File: config.mk
export PLATFORM = sky130hd
export DESIGN_NAME = bcd_display_seq_flat
export DESIGN_NICKNAME = d
export VERILOG_FILES = /design/src/rtl/bcd_display_seq_if.sv /design/src/rtl/bcd_display_seq.sv /design/src/flat_wrapper.sv
export SDC_FILE = /design/constraint.sdc
export NUM_CORES = 1
export LEC_CHECK = 0
export ABC_AREA = 0
export CORE_MARGIN = 2
export CORE_UTILIZATION = 52
export CTS_BUF_LIST = sky130_fd_sc_hd__clkbuf_16
export DETAILED_ROUTE_END_ITERATION = 10
export MAX_ROUTING_LAYER = met4
export PLACE_DENSITY = 0.79
export SETUP_SLACK_MARGIN = 0.5
export SYNTH_ARGS = -nofsm -noshare
export SYNTH_HDL_FRONTEND = slang
export SYNTH_SLANG_ARGS = --single-unit
File: constraint.sdc
create_clock -name clk -period 1.84 [get_ports clk]
set_input_delay 0.184 -clock clk [delete_from_list [all_inputs] [get_ports clk]]
set_output_delay 0.184 -clock clk [all_outputs]
set_load 0.05 [all_outputs]
File: src/rtl/bcd_display_seq_if.sv
// Request/result bundle for bcd_display_seq: binary request in, status and
// active-low seven-segment digit patterns out.
interface bcd_display_seq_if #(
  parameter int BIN_W = 32
);
  logic             start;
  logic [BIN_W-1:0] binary;
  logic             busy;
  logic             done;
  logic             overflow;
  logic [6:0]       ones;
  logic [6:0]       tens;
  logic [6:0]       hundreds;
  logic [6:0]       thousands;

  modport master (
    output start, binary,
    input  busy, done, overflow, ones, tens, hundreds, thousands
  );

  modport slave (
    input  start, binary,
    output busy, done, overflow, ones, tens, hundreds, thousands
  );
endinterface

File: src/rtl/bcd_display_seq.sv
// Sequential binary-to-4-digit seven-segment converter (double dabble, clamped at 9999).
// Option: define BCD_LEADING_ZERO_BLANK_EN to blank leading zeros on the upper three digits.
module bcd_display_seq #(
  parameter int BIN_W       = 32,
  parameter int CONV_CYCLES = 14
) (
  input  logic             clk,
  input  logic             n_reset,
  bcd_display_seq_if.slave bus
);
  localparam int CNT_W = $clog2(CONV_CYCLES + 1);

  typedef enum logic [1:0] {IDLE, CONVERT, DONE} state_t;

  state_t             state_q, state_d;
  logic [CNT_W-1:0]   cnt_q, cnt_d;
  logic [15:0]        acc_q, acc_d;
  logic [13:0]        src_q, src_d;
  logic [15:0]        digits_q, digits_d;
  logic               busy_q, busy_d;
  logic               done_q, done_d;
  logic               ovf_q, ovf_d;

  logic               too_big;
  logic [15:0]        adj;
  logic [3:0]         blank;
  logic [6:0]         seg [4];

  // Only the magnitude compare looks at the upper bits; the datapath is 14 bits.
  assign too_big = (bus.binary > BIN_W'(9999));

  genvar gi;
  generate
    for (gi = 0; gi < 4; gi++) begin : g_adj
      assign adj[gi*4 +: 4] = (acc_q[gi*4 +: 4] >= 4'd5) ? acc_q[gi*4 +: 4] + 4'd3
                                                        : acc_q[gi*4 +: 4];
    end
  endgenerate

  always_ff @(posedge clk or negedge n_reset) begin
    if (!n_reset) begin
      state_q  <= IDLE;
      cnt_q    <= '0;
      acc_q    <= '0;
      src_q    <= '0;
      digits_q <= '0;
      busy_q   <= 1'b0;
      done_q   <= 1'b0;
      ovf_q    <= 1'b0;
    end else begin
      state_q  <= state_d;
      cnt_q    <= cnt_d;
      acc_q    <= acc_d;
      src_q    <= src_d;
      digits_q <= digits_d;
      busy_q   <= busy_d;
      done_q   <= done_d;
      ovf_q    <= ovf_d;
    end
  end

  always_comb begin
    state_d = state_q;
    case (state_q)
      IDLE:    if (bus.start) state_d = CONVERT;
      CONVERT: if (cnt_q == CNT_W'(CONV_CYCLES - 1)) state_d = DONE;
      DONE:    state_d = IDLE;
      default: state_d = IDLE;
    endcase
  end

  always_comb begin
    cnt_d    = cnt_q;
    acc_d    = acc_q;
    src_d    = src_q;
    digits_d = digits_q;
    ovf_d    = ovf_q;
    done_d   = 1'b0;
    busy_d   = (state_d == CONVERT);
    case (state_q)
      IDLE: begin
        if (bus.start) begin
          cnt_d = '0;
          acc_d = '0;
          src_d = too_big ? 14'd9999 : bus.binary[13:0];
          ovf_d = too_big;
        end
      end
      CONVERT: begin
        acc_d = {adj[14:0], src_q[13]};
        src_d = {src_q[12:0], 1'b0};
        cnt_d = cnt_q + CNT_W'(1);
      end
      DONE: begin
        digits_d = acc_q;
        done_d   = 1'b1;
      end
      default: ;
    endcase
  end

  function automatic logic [6:0] seg7(input logic [3:0] d);
    case (d)
      4'd0: seg7 = 7'h40;
      4'd1: seg7 = 7'h79;
      4'd2: seg7 = 7'h24;
      4'd3: seg7 = 7'h30;
      4'd4: seg7 = 7'h19;
      4'd5: seg7 = 7'h12;
      4'd6: seg7 = 7'h02;
      4'd7: seg7 = 7'h78;
      4'd8: seg7 = 7'h00;
      4'd9: seg7 = 7'h10;
      default: seg7 = 7'h7F;
    endcase
  endfunction

`ifdef BCD_LEADING_ZERO_BLANK_EN
  // A digit blanks only while it and every digit above it are zero.
  assign blank[3] = (digits_q[15:12] == 4'd0);
  assign blank[2] = blank[3] && (digits_q[11:8] == 4'd0);
  assign blank[1] = blank[2] && (digits_q[7:4] == 4'd0);
  assign blank[0] = 1'b0;
`else
  assign blank = 4'b0000;
`endif

  generate
    for (gi = 0; gi < 4; gi++) begin : g_seg
      assign seg[gi] = blank[gi] ? 7'h7F : seg7(digits_q[gi*4 +: 4]);
    end
  endgenerate

  assign bus.ones      = seg[0];
  assign bus.tens      = seg[1];
  assign bus.hundreds  = seg[2];
  assign bus.thousands = seg[3];
  assign bus.busy      = busy_q;
  assign bus.done      = done_q;
  assign bus.overflow  = ovf_q;
endmodule

File: src/flat_wrapper.sv
// flat-port wrapper written by rule: the top's interface ports become plain ports
module bcd_display_seq_flat 
#(
  parameter int BIN_W       = 32,
  parameter int CONV_CYCLES = 14
)
  (clk, n_reset, bus_start, bus_binary, bus_busy, bus_done, bus_overflow, bus_ones, bus_tens, bus_hundreds, bus_thousands);
  bcd_display_seq_if #(.BIN_W(BIN_W)) bus_i ();
  input  logic clk;
  input  logic n_reset;
  input wire logic [$bits(bus_i.start)-1:0] bus_start;
  input wire logic [$bits(bus_i.binary)-1:0] bus_binary;
  output wire logic [$bits(bus_i.busy)-1:0] bus_busy;
  output wire logic [$bits(bus_i.done)-1:0] bus_done;
  output wire logic [$bits(bus_i.overflow)-1:0] bus_overflow;
  output wire logic [$bits(bus_i.ones)-1:0] bus_ones;
  output wire logic [$bits(bus_i.tens)-1:0] bus_tens;
  output wire logic [$bits(bus_i.hundreds)-1:0] bus_hundreds;
  output wire logic [$bits(bus_i.thousands)-1:0] bus_thousands;
  assign bus_i.start = bus_start;
  assign bus_i.binary = bus_binary;
  assign bus_busy = bus_i.busy;
  assign bus_done = bus_i.done;
  assign bus_overflow = bus_i.overflow;
  assign bus_ones = bus_i.ones;
  assign bus_tens = bus_i.tens;
  assign bus_hundreds = bus_i.hundreds;
  assign bus_thousands = bus_i.thousands;
  bcd_display_seq #(.BIN_W(BIN_W), .CONV_CYCLES(CONV_CYCLES)) u_core (.clk(clk), .n_reset(n_reset), .bus(bus_i));
endmodule
==> impl_metrics.tcl <==
set metrics [dict create \
    report.final.hold_viol_count 0 \
    area_delta_synth_final_pct 83.3 \
    slowest_stage "dfrtp_2" \
    path_cells "inv_4, buf_4, ha_4, nand2_1, o21ai_2, o21ai_2, buf_12" \
    tns_ps 0 \
    cp_common_cell "o21ai_2" \
    yosysWarnings 0 \
    cp.required_ps 1660 \
    crit_buf_inv 3 \
    die_h_um 83.8 \
    skew_ps 7.04 \
    start_util_pct 53.1 \
    numClockSinks 55 \
    antenna_left 0 \
    ys_top_cells_by_count "dfrtp_1, o21ai_0, nand2_1" \
    netlist_top_cells_area "dfrtp_1, ha_1, o21ai_0, a21oi_1, nand2_1" \
    vias 3840 \
    crit_path_max_incr_delay_ps 420 \
    startpoint_type "flop" \
    p_int_mw 5.71 \
    cap_violations 0 \
    worst_slew_pin_slew_ps 553 \
    finalCritPeriodShare_pct 97.5 \
    final_area_um2 6080 \
    dp.cells 502 \
    fin_nets 572 \
    avgSynthCellArea_um2 9.08 \
    sequentialPowerShare_pct 21.2 \
    diodes 0 \
    pwr-share-comb_pct 70.8 \
    grt_pass1_vias 3380 \
    drive_above_1_share_pct 60.7 \
    fp.dieArea_um2 7030 \
    drt-total-wl_um 15100 \
    grt_setup_unrepaired "yes" \
    slew_violations 0 \
    synthCells 365 \
    antenna_found_initial 0 \
    outcome "finished clean" \
    setup_violations 0 \
    root_buffer "clkbuf_16" \
    cts_tree "built" \
    hold_depth 3 \
    synth-main-ff-cell "dfrtp_1" \
    drc_errors 0 \
    async_flop_share_pct 100 \
    rr_worst_depth 6 \
    dr.pass1.iters 5 \
    grt_usage_pct 28.7 \
    critPathTopFamily "flip-flops" \
    synth.distinct_cells 39 \
    max_freq_ghz 0.557 \
    pwr-share-clk_pct 8.0 \
    clk_pin_slew_ps 70 \
    min_period_ps 1790 \
    cts_made_buffers 5 \
    post_drt_wl_per_cell_um 25.9 \
    ys_seq_area_share_pct 41.5 \
    relSlewSlack_pct 62.7 \
    synth.largest_area_cell "dfrtp_1" \
    grt_pass1_wl_um 15900 \
    end_kind "output pin" \
    arrival_ps 1610 \
    hpwl_um 5350 \
    cts.path.max_buffers 2 \
    irDropWorstVdd_v 0.00139 \
    grt-ovfl-total 0 \
    swShare_pct 49.2 \
    h-tree-depth 2 \
    synth_top_area_share_pct 41.5 \
    post-synth-top-count-cell "dfrtp_1" \
    crit_cells 7 \
    netlist_area_um2 3310 \
    p_switching_mw 5.53 \
    gp_congestion 0.844 \
    port_buffers 65 \
    synth_edf_count 0 \
    synth-seq-cells 55 \
    critical_path_peak_fanout 3 \
    dpl_cell_area_um2 4640 \
    vias_per_cell 6.59 \
    power_per_cell_area_nw_per_um2 1850 \
    drt_iter0_markers 416 \
    die_w_um 83.8 \
    clkLatencyLatePin_ps 290 \
    io_pins 66 \
    hold_slack_ps 249 \
    grt_max_degree 56 \
    rows 29 \
    p_leak_nw 2.56 \
    core_area_um2 6240 \
    synth.net_count 430 \
    stdcell_count 583 \
    critPathKind "flop to output pin" \
    min_path_type "input pin to flop" \
]
area by class of cell:
class	instances	area [um^2]
repair buffers	150	1550
well taps	77	96.3
multi-input cells	261	2760
fillers	91	165
inverters	34	145
flip-flops and latches	55	1390
clock buffers	5	125
clock inverters	1	3.75
per-layer routing:
metal  global-route usage (%)  up-vias  wire length (um)
met5                        -        -                 0
met4                     9.38        0              1140
met3                     4.25      109              1010
met2                     51.8      304              7780
met1                     32.8     1870              5170
li1                         -     1557                 -
sequential cells by signal, summed over array words and instances, names as in the netlist:
name                 cells
u_core.acc_q            16
u_core.digits_q         16
u_core.src_q            14
u_core.cnt_q             4
u_core.state_q           2
u_core.bus.busy          1
u_core.bus.done          1
u_core.bus.overflow      1
metrics by stage:
step / util (%) / total power, mW / setup slack (ps)
floorplan: - / 5.89 / 344
global placement: 74.4 / 7.39 / 48.8
detailed placement: 74.4 / 7.54 / -4.07
CTS: 88.1 / 9.35 / 100
global route: 97.4 / 11.6 / 19.2
finish: 97.4 / 11.2 / 45.8
layout by cell type (no fill, tap or decap), types with 7 or more instances in the layout:
master           netlist  final
buf_4                  0     65
dfrtp_1               55     42
buf_6                  0     25
nand2_1               36     23
dlygate4sd2_1          0     20
buf_12                 0     20
ha_4                   0     19
o21ai_0               39     18
nor2_4                 0     16
inv_2                  0     15
a21oi_2                0     15
inv_1                 34     13
a21oi_4                0     13
o22ai_1               13     13
dfrtp_2                0     13
o21ai_2                0     12
clkdlybuf4s50_1        0      9
nor2_1                30      8
nand2_2                0      8
o21ai_4                0      8
inv_4                  0      7
o21ai_1                6      7
ha_1                  30      7
worst reg2reg max path, delay by kind of cell (launching register included):
kind                     cells  cell delay (ps)
flip-flops                   1              390
AO/OA/AOI/OAI                2              400
AND/OR/NAND/NOR              1              150
multiplexers                 1              320
buffers and inverters        1               80
adder cells (fa/ha/maj)      1              180
path summary, 6_finish.rpt:
kind,start,to,slack [ps]
max,u_core.digits_q[1],bus_ones[4],50
max reg2reg,u_core.acc_q[9],u_core.acc_q[10],210
min reg2reg,u_core.cnt_q[3],u_core.cnt_q[3],520
min,bus_binary[6],u_core.src_q[6],250
min in group asynchronous,n_reset,u_core.src_q[8],440
max in group asynchronous,n_reset,u_core.acc_q[12],1130
power by group through the flow:
stage	logic [mW]	registers [mW]	clock network [mW]
floorplan	3.84	2.05	0
global placement	5.25	2.14	0
detailed placement	5.38	2.16	0
CTS	6.31	2.17	0.869
global route	8.23	2.40	0.941
finish	7.97	2.38	0.898
kinds of logic after synthesis:
family / share of synthesized area (%)
XOR/XNOR: 1.59
buffers and inverters: 5.89
AND/OR/NAND/NOR: 16.2
multiplexers: 3.32
adder cells (fa/ha/maj): 11.3
flip-flops: 41.5
AO/OA/AOI/OAI: 20.2
timing repair:
item,CTS,global route
resized for setup,139,83
setup endpoints to repair,54,69
buffers inserted,44,29
hold endpoints to repair,55,0
pin swaps,50,42
cloned,0,1
hold buffers,1,0
No activity file was read; power rests on OpenSTA's default activity.
